File: src/rtl/mc_sequencer.sv
// Multi-cycle control sequencer for the MIPS-subset CPU.
// Walks each instruction through FETCH/DECODE/EXEC/MEM/WB and drives the
// state-dependent strobes, PC/writeback muxes and the memory handshake.
// The external combinational decoder still supplies the ALU controls.
module mc_sequencer #(
  parameter int MEM_TIMEOUT = 16,
  parameter int WAIT_W      = 8
) (
  input  logic        clk,
  input  logic        rst_n,
  input  logic        enable,
  input  logic [31:0] instruction,
  input  logic        branch_taken,
  input  logic        mem_ready,
  output logic        imem_req,
  output logic        ir_write,
  output logic        pc_write,
  output logic [1:0]  pc_src,
  output logic        dmem_req,
  output logic        dmem_we,
  output logic        rf_we,
  output logic [1:0]  wb_sel,
  output logic [1:0]  dest_sel,
  output logic [2:0]  state,
  output logic        trap,
  output logic [1:0]  trap_cause,
  output logic [31:0] retired
);

  typedef enum logic [2:0] {
    S_FETCH  = 3'd0,
    S_DECODE = 3'd1,
    S_EXEC   = 3'd2,
    S_MEM    = 3'd3,
    S_WB     = 3'd4,
    S_TRAP   = 3'd7
  } state_e;

  state_e            state_q, state_d;
  logic [WAIT_W-1:0] wait_q, wait_d;
  logic [1:0]        cause_q, cause_d;
  logic [31:0]       retired_q, retired_d;
  logic              retire;

  // Instruction class decode; only what changes sequencing or strobes.
  logic [5:0] opcode, funct;
  logic       is_rtype, is_jr, is_j, is_jal, is_branch, is_lw, is_sw, legal;
  logic       unused_fields;

  assign opcode        = instruction[31:26];
  assign funct         = instruction[5:0];
  assign unused_fields = ^instruction[25:6];

  assign is_rtype  = (opcode == 6'h00);
  assign is_jr     = is_rtype && (funct == 6'h08);
  assign is_j      = (opcode == 6'h02);
  assign is_jal    = (opcode == 6'h03);
  assign is_branch = (opcode == 6'h04) || (opcode == 6'h05);
  assign is_lw     = (opcode == 6'h23);
  assign is_sw     = (opcode == 6'h2B);

  // Legal opcode/funct table.
  always_comb begin
    legal = 1'b0;
    if (is_rtype) begin
      case (funct)
        6'h00, 6'h02, 6'h03, 6'h04, 6'h06, 6'h07, 6'h08,
        6'h20, 6'h21, 6'h22, 6'h23, 6'h24, 6'h25, 6'h26, 6'h27,
        6'h2A, 6'h2B: legal = 1'b1;
        default:      legal = 1'b0;
      endcase
    end else begin
      case (opcode)
        6'h02, 6'h03, 6'h04, 6'h05,
        6'h08, 6'h09, 6'h0A, 6'h0B, 6'h0C, 6'h0D, 6'h0E, 6'h0F,
        6'h23, 6'h2B: legal = 1'b1;
        default:      legal = 1'b0;
      endcase
    end
  end

  // A request times out when the final permitted wait cycle sees no ready.
  logic timeout;
  assign timeout = !mem_ready && (wait_q == WAIT_W'(MEM_TIMEOUT - 1));

  // Next-state, wait counter, retire pulse and all strobes.
  always_comb begin
    // NOTE: every signal written here gets a default first, so no path
    // through the case statement can leave one unassigned and infer a latch.
    state_d    = state_q;
    wait_d     = wait_q;
    cause_d    = cause_q;
    retire     = 1'b0;
    imem_req   = 1'b0;
    ir_write   = 1'b0;
    pc_write   = 1'b0;
    pc_src     = 2'b00;
    dmem_req   = 1'b0;
    dmem_we    = 1'b0;
    rf_we      = 1'b0;
    wb_sel     = 2'b00;
    dest_sel   = 2'b00;
    trap       = 1'b0;

    case (state_q)
      S_FETCH: begin
        imem_req = enable;
        if (!enable) begin
          wait_d = '0;
        end else if (mem_ready) begin
          ir_write = 1'b1;
          pc_write = 1'b1;
          state_d  = S_DECODE;
        end else if (timeout) begin
          state_d = S_TRAP;
          cause_d = 2'b10;
        end else begin
          wait_d = wait_q + WAIT_W'(1);
        end
      end
      S_DECODE: begin
        if (!legal) begin
          state_d = S_TRAP;
          cause_d = 2'b01;
        end else if (is_j || is_jal) begin
          pc_write = 1'b1;
          pc_src   = 2'b10;
          rf_we    = is_jal;
          wb_sel   = is_jal ? 2'b10 : 2'b00;
          dest_sel = is_jal ? 2'b10 : 2'b00;
          retire   = 1'b1;
          state_d  = S_FETCH;
        end else if (is_jr) begin
          pc_write = 1'b1;
          pc_src   = 2'b11;
          retire   = 1'b1;
          state_d  = S_FETCH;
        end else begin
          state_d = S_EXEC;
        end
      end
      S_EXEC: begin
        if (is_branch) begin
          pc_write = branch_taken;
          pc_src   = 2'b01;
          retire   = 1'b1;
          state_d  = S_FETCH;
        end else if (is_lw || is_sw) begin
          state_d = S_MEM;
        end else begin
          state_d = S_WB;
        end
      end
      S_MEM: begin
        dmem_req = 1'b1;
        dmem_we  = is_sw;
        if (mem_ready) begin
          retire  = is_sw;
          state_d = is_sw ? S_FETCH : S_WB;
        end else if (timeout) begin
          state_d = S_TRAP;
          cause_d = 2'b10;
        end else begin
          wait_d = wait_q + WAIT_W'(1);
        end
      end
      S_WB: begin
        rf_we    = 1'b1;
        wb_sel   = is_lw ? 2'b01 : 2'b00;
        dest_sel = is_rtype ? 2'b01 : 2'b00;
        retire   = 1'b1;
        state_d  = S_FETCH;
      end
      S_TRAP: begin
        trap = 1'b1;
      end
      default: state_d = S_FETCH;
    endcase

    // Every fresh request starts counting from zero.
    if ((state_d != state_q) && ((state_d == S_FETCH) || (state_d == S_MEM)))
      wait_d = '0;

    state      = state_q;
    trap_cause = cause_q;
    retired    = retired_q;

    // Outputs are forced quiet for as long as reset is held.
    if (!rst_n) begin
      imem_req   = 1'b0;
      ir_write   = 1'b0;
      pc_write   = 1'b0;
      pc_src     = 2'b00;
      dmem_req   = 1'b0;
      dmem_we    = 1'b0;
      rf_we      = 1'b0;
      wb_sel     = 2'b00;
      dest_sel   = 2'b00;
      trap       = 1'b0;
      state      = 3'd0;
      trap_cause = 2'b00;
      retired    = 32'd0;
    end
  end

  assign retired_d = retired_q + {31'd0, retire};

  // State, wait counter, trap cause and retirement counter registers.
  always_ff @(posedge clk) begin
    // NOTE: sequential state uses non-blocking assignments so every register
    // samples pre-edge values regardless of statement order.
    if (!rst_n) begin
      state_q   <= S_FETCH;
      wait_q    <= '0;
      cause_q   <= 2'b00;
      retired_q <= 32'd0;
    end else begin
      state_q   <= state_d;
      wait_q    <= wait_d;
      cause_q   <= cause_d;
      retired_q <= retired_d;
    end
  end

endmodule
File: config.mk
export PLATFORM = sky130hd
export DESIGN_NAME = mc_sequencer
export DESIGN_NICKNAME = d
export VERILOG_FILES = /design/src/rtl/mc_sequencer.sv
export SDC_FILE = /design/constraint.sdc
export NUM_CORES = 1
export LEC_CHECK = 0
export ABC_AREA = 1
export CAP_MARGIN = 20
export CORE_MARGIN = 1
export CORE_UTILIZATION = 52
export DETAILED_ROUTE_END_ITERATION = 12
export GPL_ROUTABILITY_DRIVEN = 0
export PLACE_DENSITY_LB_ADDON = 0.05
export RECOVER_POWER = 25
export SLEW_MARGIN = 10
export SYNTH_ARGS = -nofsm -noshare
export SYNTH_HDL_FRONTEND = slang
export SYNTH_SLANG_ARGS = --single-unit
File: constraint.sdc
create_clock -name clk -period 4.3 [get_ports clk]
set_clock_uncertainty 0.15 [all_clocks]
set_input_delay 0.43 -clock clk [delete_from_list [all_inputs] [get_ports clk]]
set_output_delay 0.43 -clock clk [all_outputs]
set_load 0.02 [all_outputs]
; ---- After elaboration in Yosys (flattened, before gate mapping)
; Memories as Yosys holds them, arrays and structs flattened.
; Index checks and enable logic that the tools add are counted.
[op_classes]
add_sub_neg = 2
n_eq_ne = 17
muxes = 64
bitwise_logic = 1
reduce_logical = 15
[op_table]
columns = op, count
row1 = $add 32x1->32, 1
row2 = $mux 2, 16
row3 = $mux 32, 1
row4 = $mux 3, 9
row5 = $mux 1, 26
row6 = $mux 8, 3
row7 = $pmux 8 s2, 1
row8 = $pmux 3 s5, 1
row9 = $eq 6x2->1 const B, 2
row10 = $eq 6x3->1 const B, 2
row11 = $eq 6x6->1 const B, 2
row12 = $pmux 2 s2, 3
row13 = $eq 3x2->1 const B, 3
row14 = $add 8x1->8 const B, 1
row15 = $eq 8x4->1 const B, 1
row16 = $eq 3x3->1 const B, 2
row17 = $eq 6x4->1 const B, 1
row18 = $logic_not 3->1, 2
row19 = $logic_not 6->1, 1
row20 = $pmux 2 s3, 1
row21 = $logic_or 1x1->1, 4
row22 = $ne 2x2->1 const B, 2
row23 = $pmux 1 s4, 1
row24 = $eq 3x1->1 const B, 1
row25 = 10 further kinds, 12
[totals]
ff_bits = 45
mem_bits_ro = 128
input_bits = 37
out_inout_bits = 50
word_cells = 105
memories = 2
[mem_list]
columns = memory, depth, width, read_ports, rd_ports_with_merged_regs, write_ports, line
row1 = (no name shown), 64, 1, 1, 0, 0, 66  ; case (funct)
row2 = (no name shown), 64, 1, 1, 0, 0, 73  ; case (opcode)

; ---- Logic depth before layout (Yosys ltp)
[logic_depth]
ltp_word = 10
mapped_depth = 20
ltp_nobuf = 20

; ---- Least setup slack after synthesis
; No wires, ideal clock.
[synth_timing]
path_kind = input port to flip-flop
start = input port instruction[1]
end = register retired_q[26]
setup_ns = 0.115
arrival_time_ns = 2.459
required_time_ns = 4.035
path_slack_ns = 1.576
cell_stages = 16
n_path_buf = 0
path_cell_list = or2_2 -> nor2_1 -> nand2_1 -> a21boi_0 -> inv_1 -> o2111ai_1 -> ha_1 -> ha_1 -> nand2_2 -> nor2_4 -> nand3_2 -> nor2_4 -> nand4_2 -> nor2_4 -> nand3_1 -> and3_1
[synth_between]
elab_chain_cells = 7
elab_cells_between_ends = 9
classes_between = add/sub (1) / eq/ne (1) / mux (5) / reduce/logical (1) / memory (1)
[synth_rtl]
columns = element, line
row1 = from (decl), 12  ; input logic [31:0] instruction,
row2 = "parallel branches: the longest is 4 deep, another holds $mem_v2 64x1", n/a
row3 = $mux 1 (*), 122  ; if (!legal) begin
row4 = $pmux 1 s4 (*), 105  ; case (state_q)
row5 = $add 32x1->32 (*), 206  ; assign retired_d = retired_q + {31'd0, retire};
row6 = to (signal assigned), 221  ; retired_q <= retired_d;
row7 = to (decl), 42  ; logic [31:0] retired_q, retired_d;
; Mark *: on every way between the ends.
; A chain may end at the register's enable or synchronous reset.

; ---- Worst setup path after layout
[layout_timing]
start = input port instruction[28]
end = register retired_q[22]
[layout_between]
elab_chain_cells = 7
elab_cells_between_ends = 18
classes_between = add/sub (1) / eq/ne (5) / mux (7) / reduce/logical (4) / memory (1)
[layout_rtl]
columns = element, line
row1 = "parallel branches: the longest is 5 deep, another holds $mem_v2 64x1", n/a
row2 = $pmux 1 s4 (*), 105
row3 = $add 32x1->32 (*), 206
; Marked as above.

==> results.py <==
metrics = {
    "detailed_routing": {
        "via_per_inst": 5.04,
        "drc_errors": 0,
        "dr_total_vias": 3247,
        "dr.pass1.iters": 4,
        "avgRoutedWirePerCell_um": 11.2,
        "drt_wl_total_um": 7210,
        "ant_nets": 0,
        "drt_iter0_drc": 275,
    },
    "place": {
        "numPortBuffers": 66,
        "preCtsSetupSlack_ns": 0.753,
        "hpwl_um": 5500,
    },
    "worst_setup_path": {
        "regToRegStartpoint": "state_q[0]",
        "rrSetupSlack_ns": 1.39,
        "start_kind": "primary input",
        "r2r_end": "retired_q[22]",
        "endpoint_kind": "flip-flop",
        "worstRegToRegCells": 15,
        "worstPathMaxFanout": 6,
        "crit_arrival_ns": 3.50,
        "worstPathRequired_ns": 4.35,
        "setup.worst_path.class": "primary input to flip-flop",
    },
    "sta": {
        "finalSetupTns_ns": 0,
        "whs_ns": 0.317,
        "period_share_pct": 80.1,
        "rsz0062_at_grt": "no",
        "fmax_ghz": 0.290,
        "relSlewSlack_pct": 29.4,
        "hold_violations": 0,
        "tightest_slew_ns": 1.06,
        "report.final.setup_viol": 0,
        "postLayoutSetupSlackWorst_ns": 0.854,
        "fin_crit_ns": 3.45,
        "slew_viol_final": 0,
    },
    "clock_network": {
        "cts_root_buf": "clkbuf_8",
        "postCtsSetupRepairBufs": 0,
        "clkSlewWorstSetupHoldPaths_ns": 0.09,
        "clock_sinks": 45,
        "cts_tree": "yes",
        "ctsHoldBuffers": 0,
        "cts_buffers": 5,
        "cts.repair.resized": 0,
        "clockBufferDepth": 2,
        "clock_latency_ns": 0.30,
        "cts-htree-levels": 2,
    },
    "layout": {
        "mostFrequentLayoutCell": "nand2_1",
        "n_fill_cell": 503,
        "final_cell_mix": "128 x nand2_1, 97 x inv_1, 53 x nor2_1, 53 x clkdlybuf4s50_1, 45 x dfxtp_1",
        "layout.nets": 611,
        "syn2layout_area_growth_pct": 24.9,
        "drive_gt1_share_pct": 8.57,
        "seq_area_sq_um": 901,
        "diodes": 0,
        "multi_input_area_sq_um": 1750,
    },
    "die": {
        "coreArea_sq_um": 5640,
        "ioPinCount": 87,
        "fp.dieW_um": 79.4,
        "die-area_sq_um": 6300,
        "row_count": 27,
        "die_height_um": 79.4,
        "initial_core_util_pct": 55.2,
    },
    "yosys": {
        "syn_nets": 547,
        "async_flop_share_pct": 0,
        "ys.warnings.count": 0,
        "synth_edf_count": 0,
        "synth-main-ff-cell": "dfxtp_1",
        "ys_types": 40,
        "syn_inst": 507,
        "seq_area_frac_synth_pct": 28.9,
        "ys_ff_latch": 45,
        "synth_area_sq_um": 3110,
        "postSynthAreaPerCell_sq_um": 6.14,
    },
    "global_route": {
        "antenna_found_initial": 0,
        "grt_pass1_vias": 2773,
        "grt_first_pass_wirelength_um": 12400,
        "grt_overflow_total": 0,
        "grt_use_total_pct": 24.4,
        "grt_max_degree": 32,
    },
    "worst_hold_path": {
        "min_to": "cause_q[1]",
        "hold_depth": 2,
        "hp-class": "flip-flop to flip-flop",
        "worstHoldStart": "cause_q[1]",
    },
    "power_and_ir_drop": {
        "p_per_area_nw_per_um2": 216,
        "ir_worst_vdd_v": 0.000155,
        "leakagePower_nw": 1.85,
    },
    "outcome": {
        "status": "complete, no violations",
    },
    "run": {
        "cap_violations": 0,
    },
}
## through the flow
| stage | power [mW] | util [%] | area, sq um | std cells |
|---|---|---|---|---|
| 2_1_floorplan | 0.534 | - | 3110 | 507 |
| 3_3_place_gp | 0.581 | 67.8 | 3820 | 636 |
| 3_5_place_dp | 0.583 | 67.8 | 3820 | 636 |
| 4_1_cts | 0.852 | 69.4 | 3920 | 644 |
| 5_1_grt | 0.878 | 68.9 | 3890 | 644 |
| 6_report | 0.838 | 68.9 | 3890 | 644 |
## cell type report
cell class                 instances  share of cell area (%)
tap                               72                    2.32
clock buffer                       5                    1.77
sequential                        45                    23.2
clock inverter                     3                   0.547
inverter                         106                    10.2
multi-input combinational        346                    44.9
timing repair buffer              67                    17.0
## kinds of logic after synthesis
group / Yosys count / synth area share [%]
AND/OR/NAND/NOR: 277 / 43.4
buffers and inverters: 116 / 14.1
AO/OA/AOI/OAI: 56 / 9.48
flip-flops: 45 / 28.9
XOR/XNOR: 10 / 2.81
adder cells (fa/ha/maj): 3 / 1.21
## routing by layer
metal,vias up,GRT usage [%],routed length [um]
li1,1700,-,-
met1,1445,36.3,3650
met2,98,37.2,3040
met3,4,3.77,479
met4,0,4.73,43
met5,-,0,0
## power breakdown
group | internal [mW] | switching, mW
Combinational | 0.0489 | 0.0861
Clock | 0.115 | 0.155
Sequential | 0.424 | 0.00886
Total | 0.589 | 0.249
## how the worst max path moves through the flow
stage	start	to	slack, ns	depth (start not counted)
after global routing	instruction[28]	retired_q[20]	0.49	20
after detailed placement	instruction[28]	retired_q[26]	0.75	18
after floorplan	instruction[1]	retired_q[26]	1.58	16
after CTS	instruction[28]	retired_q[26]	1.07	18
final	instruction[28]	retired_q[22]	0.85	18
after global placement	instruction[28]	retired_q[26]	0.80	18
## state kept, by name, summed over array words and instances (netlist names)
name / flops
cause_q: 2
retired_q: 32
state_q: 3
wait_q: 8
## synth_stat cells (5+ instances only)
library cell	number	share of area, %
inv_1	97	12
clkbuf_1	6	0.72
nand2_1	127	15
nand2_2	6	1.2
nor3_1	13	2.1
a21oi_1	28	4.5
xor2_1	7	2.0
o21ai_0	17	2.7
nor2_1	51	6.1
dfxtp_1	45	29
nor3_2	6	1.9
nand3_1	33	5.3
nor2_4	5	1.8
inv_2	9	1.1
nor2_2	6	1.2
nand4_1	8	1.6
## critical path, cell delays in order
cell and delay, ns:
dlygate4sd3_1 0.60, nor2_1 0.28, nand2_1 0.09, nor2_1 0.16, nand2_1 0.10, a21boi_0 0.16
inv_1 0.10, o2111ai_1 0.10, ha_1 0.21, ha_1 0.18, nand2_2 0.08, nor2_4 0.11
nand3_2 0.12, nor2_4 0.17, nand4_2 0.15, nor2_4 0.20, nand2_1 0.06, and3_1 0.18
Note: power is estimated with default switching activity, not from simulation.
